`src/rtl/ula_sequenciador.sv`:
```
// Request/response sequencer in front of the combinational ULA.
// Optional macro ULA_SEQ_ENCADEAR_EN adds result chaining into operand A.
module ula_sequenciador #(
    parameter int BITS_PALAVRA  = 16,
    parameter int BITS_CONTADOR = 16
) (
    input  logic                     clock,
    input  logic                     reset_n,
    input  logic                     req_valido,
    output logic                     req_pronto,
    input  logic [4:0]               req_controle,
    input  logic [BITS_PALAVRA-1:0]  req_opA,
    input  logic [BITS_PALAVRA-1:0]  req_opB,
`ifdef ULA_SEQ_ENCADEAR_EN
    input  logic                     req_encadear,
`endif
    output logic [BITS_PALAVRA-1:0]  ula_operandoA,
    output logic [BITS_PALAVRA-1:0]  ula_operandoB,
    output logic [4:0]               ula_controle,
    input  logic [BITS_PALAVRA-1:0]  ula_resultado,
    input  logic                     ula_Z,
    input  logic                     ula_C,
    input  logic                     ula_S,
    input  logic                     ula_O,
    output logic                     resp_valido,
    input  logic                     resp_pronto,
    output logic [BITS_PALAVRA-1:0]  resp_resultado,
    output logic [3:0]               resp_flags,
    output logic                     resp_erro,
    output logic [3:0]               flags_reg,
    output logic [BITS_CONTADOR-1:0] contador_ops
);

    localparam logic [1:0] OCIOSO   = 2'd0;
    localparam logic [1:0] EMITE    = 2'd1;
    localparam logic [1:0] RESPONDE = 2'd2;

    localparam logic [BITS_CONTADOR-1:0] UM =
        {{(BITS_CONTADOR-1){1'b0}}, 1'b1};

    logic [1:0]              estado;
    logic                    legal;
    logic [BITS_PALAVRA-1:0] opa_sel;

    always_comb begin
        legal = 1'b0;
        case (req_controle)
            5'b00000, 5'b00001, 5'b00011,
            5'b00100, 5'b00101, 5'b00110: legal = 1'b1;
            default:                      legal = 1'b0;
        endcase
    end

`ifdef ULA_SEQ_ENCADEAR_EN
    logic [BITS_PALAVRA-1:0] ultimo;

    assign opa_sel = req_encadear ? ultimo : req_opA;

    // Last legal result, source for chained operand A.
    always_ff @(posedge clock or negedge reset_n) begin
        if (!reset_n)
            ultimo <= '0;
        else if (estado == EMITE)
            ultimo <= ula_resultado;
    end
`else
    assign opa_sel = req_opA;
`endif

    // Gated by reset_n so every output reads 0 while reset is held.
    assign req_pronto  = reset_n && (estado == OCIOSO);
    assign resp_valido = (estado == RESPONDE);

    always_ff @(posedge clock or negedge reset_n) begin
        if (!reset_n) begin
            estado         <= OCIOSO;
            ula_operandoA  <= '0;
            ula_operandoB  <= '0;
            ula_controle   <= '0;
            resp_resultado <= '0;
            resp_flags     <= '0;
            resp_erro      <= 1'b0;
            flags_reg      <= '0;
            contador_ops   <= '0;
        end else begin
            unique case (estado)
                OCIOSO: begin
                    if (req_valido) begin
                        if (legal) begin
                            ula_operandoA <= opa_sel;
                            ula_operandoB <= req_opB;
                            ula_controle  <= req_controle;
                            estado        <= EMITE;
                        end else begin
                            resp_resultado <= '0;
                            resp_flags     <= '0;
                            resp_erro      <= 1'b1;
                            estado         <= RESPONDE;
                        end
                    end
                end
                EMITE: begin
                    resp_resultado <= ula_resultado;
                    resp_flags     <= {ula_Z, ula_C, ula_S, ula_O};
                    resp_erro      <= 1'b0;
                    flags_reg      <= {ula_Z, ula_C, ula_S, ula_O};
                    if (~&contador_ops)
                        contador_ops <= contador_ops + UM;
                    estado <= RESPONDE;
                end
                RESPONDE: begin
                    if (resp_pronto)
                        estado <= OCIOSO;
                end
                default: estado <= OCIOSO;
            endcase
        end
    end

endmodule

```
`config.mk`:
```
export PLATFORM = sky130hd
export DESIGN_NAME = ula_sequenciador
export DESIGN_NICKNAME = d
export VERILOG_FILES = /design/src/rtl/ula_sequenciador.sv
export SDC_FILE = /design/constraint.sdc
export NUM_CORES = 1
export LEC_CHECK = 0
export ABC_AREA = 1
export BUFFER_PORTS_ARGS = -buffer_cell sky130_fd_sc_hd__buf_2
export CORE_MARGIN = 4
export CORE_UTILIZATION = 30
export CTS_BUF_LIST = sky130_fd_sc_hd__clkbuf_4 sky130_fd_sc_hd__clkbuf_8
export CTS_CLUSTER_DIAMETER = 60
export DETAILED_ROUTE_END_ITERATION = 7
export PLACE_DENSITY_LB_ADDON = 0.08
export SYNTH_ARGS = -nofsm -noshare
export SYNTH_HDL_FRONTEND = slang
export SYNTH_SLANG_ARGS = --single-unit
```
`constraint.sdc`:
```
create_clock -name clock -period 2.8 [get_ports clock]
set_input_delay 0.56 -clock clock [delete_from_list [all_inputs] [get_ports clock]]
set_output_delay 0.56 -clock clock [all_outputs]
set_load 0.05 [all_outputs]
```
**After elaboration in Yosys (flattened, before gate mapping)**

Cells that the tools add are included.

- Output and inout port bits: 80
- Word-level logic and storage cells: 45
- Flip-flop bits (word level): 80

- Eq/ne operators: 10
- $add $sub $neg: 1
- Bitwise operators: 1
- Reductions and logical operators: 10
- Muxes and demuxes: 14

Operators by type and width:

| kind | count |
|---|---|
| 2-to-1 mux 16 bit | 2 |
| case mux 16 bit (2 select lines) | 1 |
| adder 16 x 1 -> 16 bit, second input constant | 1 |
| AND reduction 16 bit | 1 |
| == test 5 x 3 -> 1 bit, second input constant | 3 |
| 2-to-1 mux 4 bit | 2 |
| case mux 4 bit (2 select lines) | 1 |
| 2-to-1 mux 2 bit | 3 |
| case mux 2 bit (3 select lines) | 1 |
| AND reduction 3 bit | 2 |
| OR reduction 6 bit | 1 |
| == test 5 x 1 -> 1 bit, second input constant | 1 |
| == test 5 x 2 -> 1 bit, second input constant | 1 |
| zero test 5 bit | 1 |
| inequality test 2 bit, second input constant | 2 |
| AND reduction 2 bit | 2 |
| 2-to-1 mux 1 bit | 3 |
| == test 2 x 1 -> 1 bit, second input constant | 1 |
| == test 2 bit, second input constant | 1 |
| zero test 2 bit | 1 |
| inequality test 2 x 1 -> 1 bit, second input constant | 1 |
| case mux 1 bit (2 select lines) | 1 |
| nonzero test 2 bit | 1 |
| logical AND 1 bit | 1 |
| inverter 1 bit | 1 |

**Longest topological paths before layout**

- Word-level depth: 6
- Mapped depth: 10
- Gate-level depth less buffers: 9

**Worst setup path before layout**

Ideal clock, no wire load.

- Path kind: in2out
- Start point: in reset_n
- End point: out req_pronto
- Data arrival time: 1.706 ns
- Path slack: 0.534 ns
- Data required time: 2.240 ns
- Stages on the path: 1
- Path through: nor3b_1

- Cells in the longest elaborated chain, start to end: 1

Ends and longest elaborated chain:

| element | RTL line | text |
|---|---|---|
| from (decl) | 8 | `input logic reset_n,` |
| logical AND 1 bit | 71 | `assign req_pronto = reset_n && (estado == OCIOSO);` |
| to (decl) | 10 | `output logic req_pronto,` |

No other way between the ends.

**Worst setup path after layout**

Same ends and word-level chain as after synthesis.

==> flow_summary.toml <==
[place]
dpl.hpwl_um = 6630
place.gp.congestion = 0.822
placed_cell_area_um2 = 4310
port_buffers = 140

[setup_path]
cp_top_family = "buffers and inverters"
crit_type = "in -> out"
worst-path-buf-inv = 2
cp-startpoint = "reset_n"
cp-end-kind = "primary output"
slowest_delay_ns = 0.31
crit_slowest_cell = "buf_2"
r2r_start = "contador_ops[0]"
required_ns = 2.24
worstSetupStartpointType = "primary input"
crit_path_cell_trace = "buf_4, nor3b_1, buf_2"
worstPathArrival_ns = 1.36
crit_fanout = 16

[clocking]
numCtsBuffers = 9
cts_setup_buffers = 0
cts.sinks = 80
cts_resized = 0
cts_hold_buffers = 0
cts.clk_slew.worst_paths_ns = 0.08
cts_buffer_depth = 2
htreeDepth = 3
clkLatencyLatePin_ns = 0.35
root_buffer = "clkbuf_8"
cts_tree = "built"

[final_layout]
design_area_um2 = 4490
num_antenna_cells = 0
drive_gt1_frac = 0.313
synthToLayoutAreaGrowth_pct = 29.3
final_nets = 623

[job]
cap_violations = 0

[floorplan]
rows = 39
fp.dieArea_um2 = 13400
start_util = 0.305
chipWidth_um = 116
die_h_um = 116
fp.coreArea_um2 = 11400
ios = 141

[global_routing]
grt_antenna_before_repair = 0
grt_max_degree = 67
grt_pass1_wl_um = 15300
grt_overflow = 0
grt_usage = 0.147
grt_pass1_vias = 3001

[pwr]
p_leak_nw = 2.60
ir_drop_mv = 0.409
powerDensity_nw_per_um2 = 873

[synthesis]
seq_area_frac_synth = 0.577
synth-edff-count = 0
syn_nets = 481
async_reset_ff_frac = 1.00
ys_types = 28
synth_area_per_cell_um2 = 8.28
synth-seq-cells = 80
synth_ff_type = "dfrtp_1"
syn_area_um2 = 3470
netlist_instances = 419
yosysWarningCount = 0

[sta]
fmax_mhz = 521
whs_ns = 0.0738
relSlewSlack = 0.439
finalCritPeriodShare = 0.686
layout_min_cycle_time_ns = 1.92
slew_viol_final = 0
finalSetupTns_ns = 0
finClkSkew_ns = 0.00532
tightest_slew_ns = 0.841
rsz0062_at_grt = "no"
finalHoldViolations = 0
setup_violations = 0

[route]
first_iter_violations = 182
ant_nets = 0
wl_um = 9220
num_vias = 3052
wl_per_cell_um = 13.1
via_per_inst = 4.32
first_pass_iters = 6
drc_errors = 0

[outcome]
status = "completed"

[min_path]
hold_class = "in -> async"
## per-layer routing
metal	vias to the layer above	track usage	wire, µm
met5	-	0	0
met4	0	0.0649	187
met3	14	0.0475	666
met2	84	0.219	4260
met1	1396	0.194	4100
li1	1558	-	-
## where the power goes
| part | internal (mW) | total (mW) | leakage, nW | switching (mW) |
|---|---|---|---|---|
| combinational | 0.325 | 1.54 | 1.46 | 1.21 |
| sequential | 1.40 | 1.55 | 1.05 | 0.151 |
| clock | 0.443 | 0.835 | 0.0952 | 0.392 |
| total | 2.17 | 3.92 | 2.60 | 1.75 |
## through the flow
step	total power, mW	setup WS [ns]	utilization	instances
floorplan	2.70	0.534	-	419
global placement	3.12	0.913	0.379	693
detailed placement	3.12	0.872	0.379	693
CTS	3.98	0.874	0.395	706
global route	4.17	0.814	0.395	706
finish	3.92	0.880	0.395	706
## cells in the final DEF (no fill, tap or decap), types with 2 or more instances in the layout
| cell type | netlist | final |
|---|---|---|
| o21ai_0 | 9 | 9 |
| buf_4 | 3 | 5 |
| xor2_1 | 2 | 2 |
| inv_1 | 20 | 20 |
| nand4_1 | 4 | 4 |
| nor2_2 | 2 | 2 |
| nand2_1 | 237 | 237 |
| clkbuf_8 | 0 | 10 |
| o21ai_1 | 2 | 2 |
| nor2_4 | 3 | 3 |
| buf_2 | 8 | 139 |
| o21ai_2 | 4 | 4 |
| nor2_1 | 15 | 15 |
| dfrtp_1 | 80 | 80 |
| nand3_1 | 9 | 9 |
| clkbuf_4 | 0 | 2 |
| nand2_2 | 3 | 3 |
| xnor2_1 | 3 | 3 |
| inv_2 | 4 | 4 |
## synth_stat cells (3+ instances only)
cell type | number | area (µm²)
xnor2_1 | 3 | 26.3
inv_1 | 20 | 75.1
dfrtp_1 | 80 | 2000
inv_2 | 4 | 15.0
o21ai_2 | 4 | 35.0
nor2_1 | 15 | 56.3
buf_2 | 8 | 40.0
nand4_1 | 4 | 25.0
nand2_1 | 237 | 890
nand2_2 | 3 | 18.8
o21ai_0 | 9 | 45.0
buf_4 | 3 | 22.5
nand3_1 | 9 | 45.0
nor2_4 | 3 | 33.8
## logic make-up after synthesis
family / synth area share
simple gates: 0.329
flops: 0.577
buf+inv: 0.0483
compound gates: 0.0296
xor+xnor: 0.0126
fa+ha+maj: 0.00360
## worst reg2reg max path, stage by stage (launching register included)
cell and delay [ns]:
dfrtp_1 0.45, ha_1 0.31, nand3_2 0.14, inv_2 0.09, nand2_4 0.07, o21ai_2 0.44, o21ai_0 0.15
## final cells by class
type                    count  area (µm²)
inverters                  24        90.1
clock inverters             1        30.0
well taps                 143         179
clock buffers              12         153
multi-input cells         302        1300
flip-flops and latches     80        2000
repair buffers            144         733
fillers                  1196        6880
## worst paths after layout
path	to	slack [ns]	cells after the start
worst min register to register	resp_resultado[10]	0.47	2
worst max-delay path	req_pronto	0.88	3
worst max register to register	contador_ops[2]	1.02	6
min in group clock	estado[1]	0.38	2
max in group asynchronous	ula_operandoB[4]	1.61	2
worst min-delay path	flags_reg[3]	0.07	1
No activity file was read; power rests on OpenSTA's default activity.
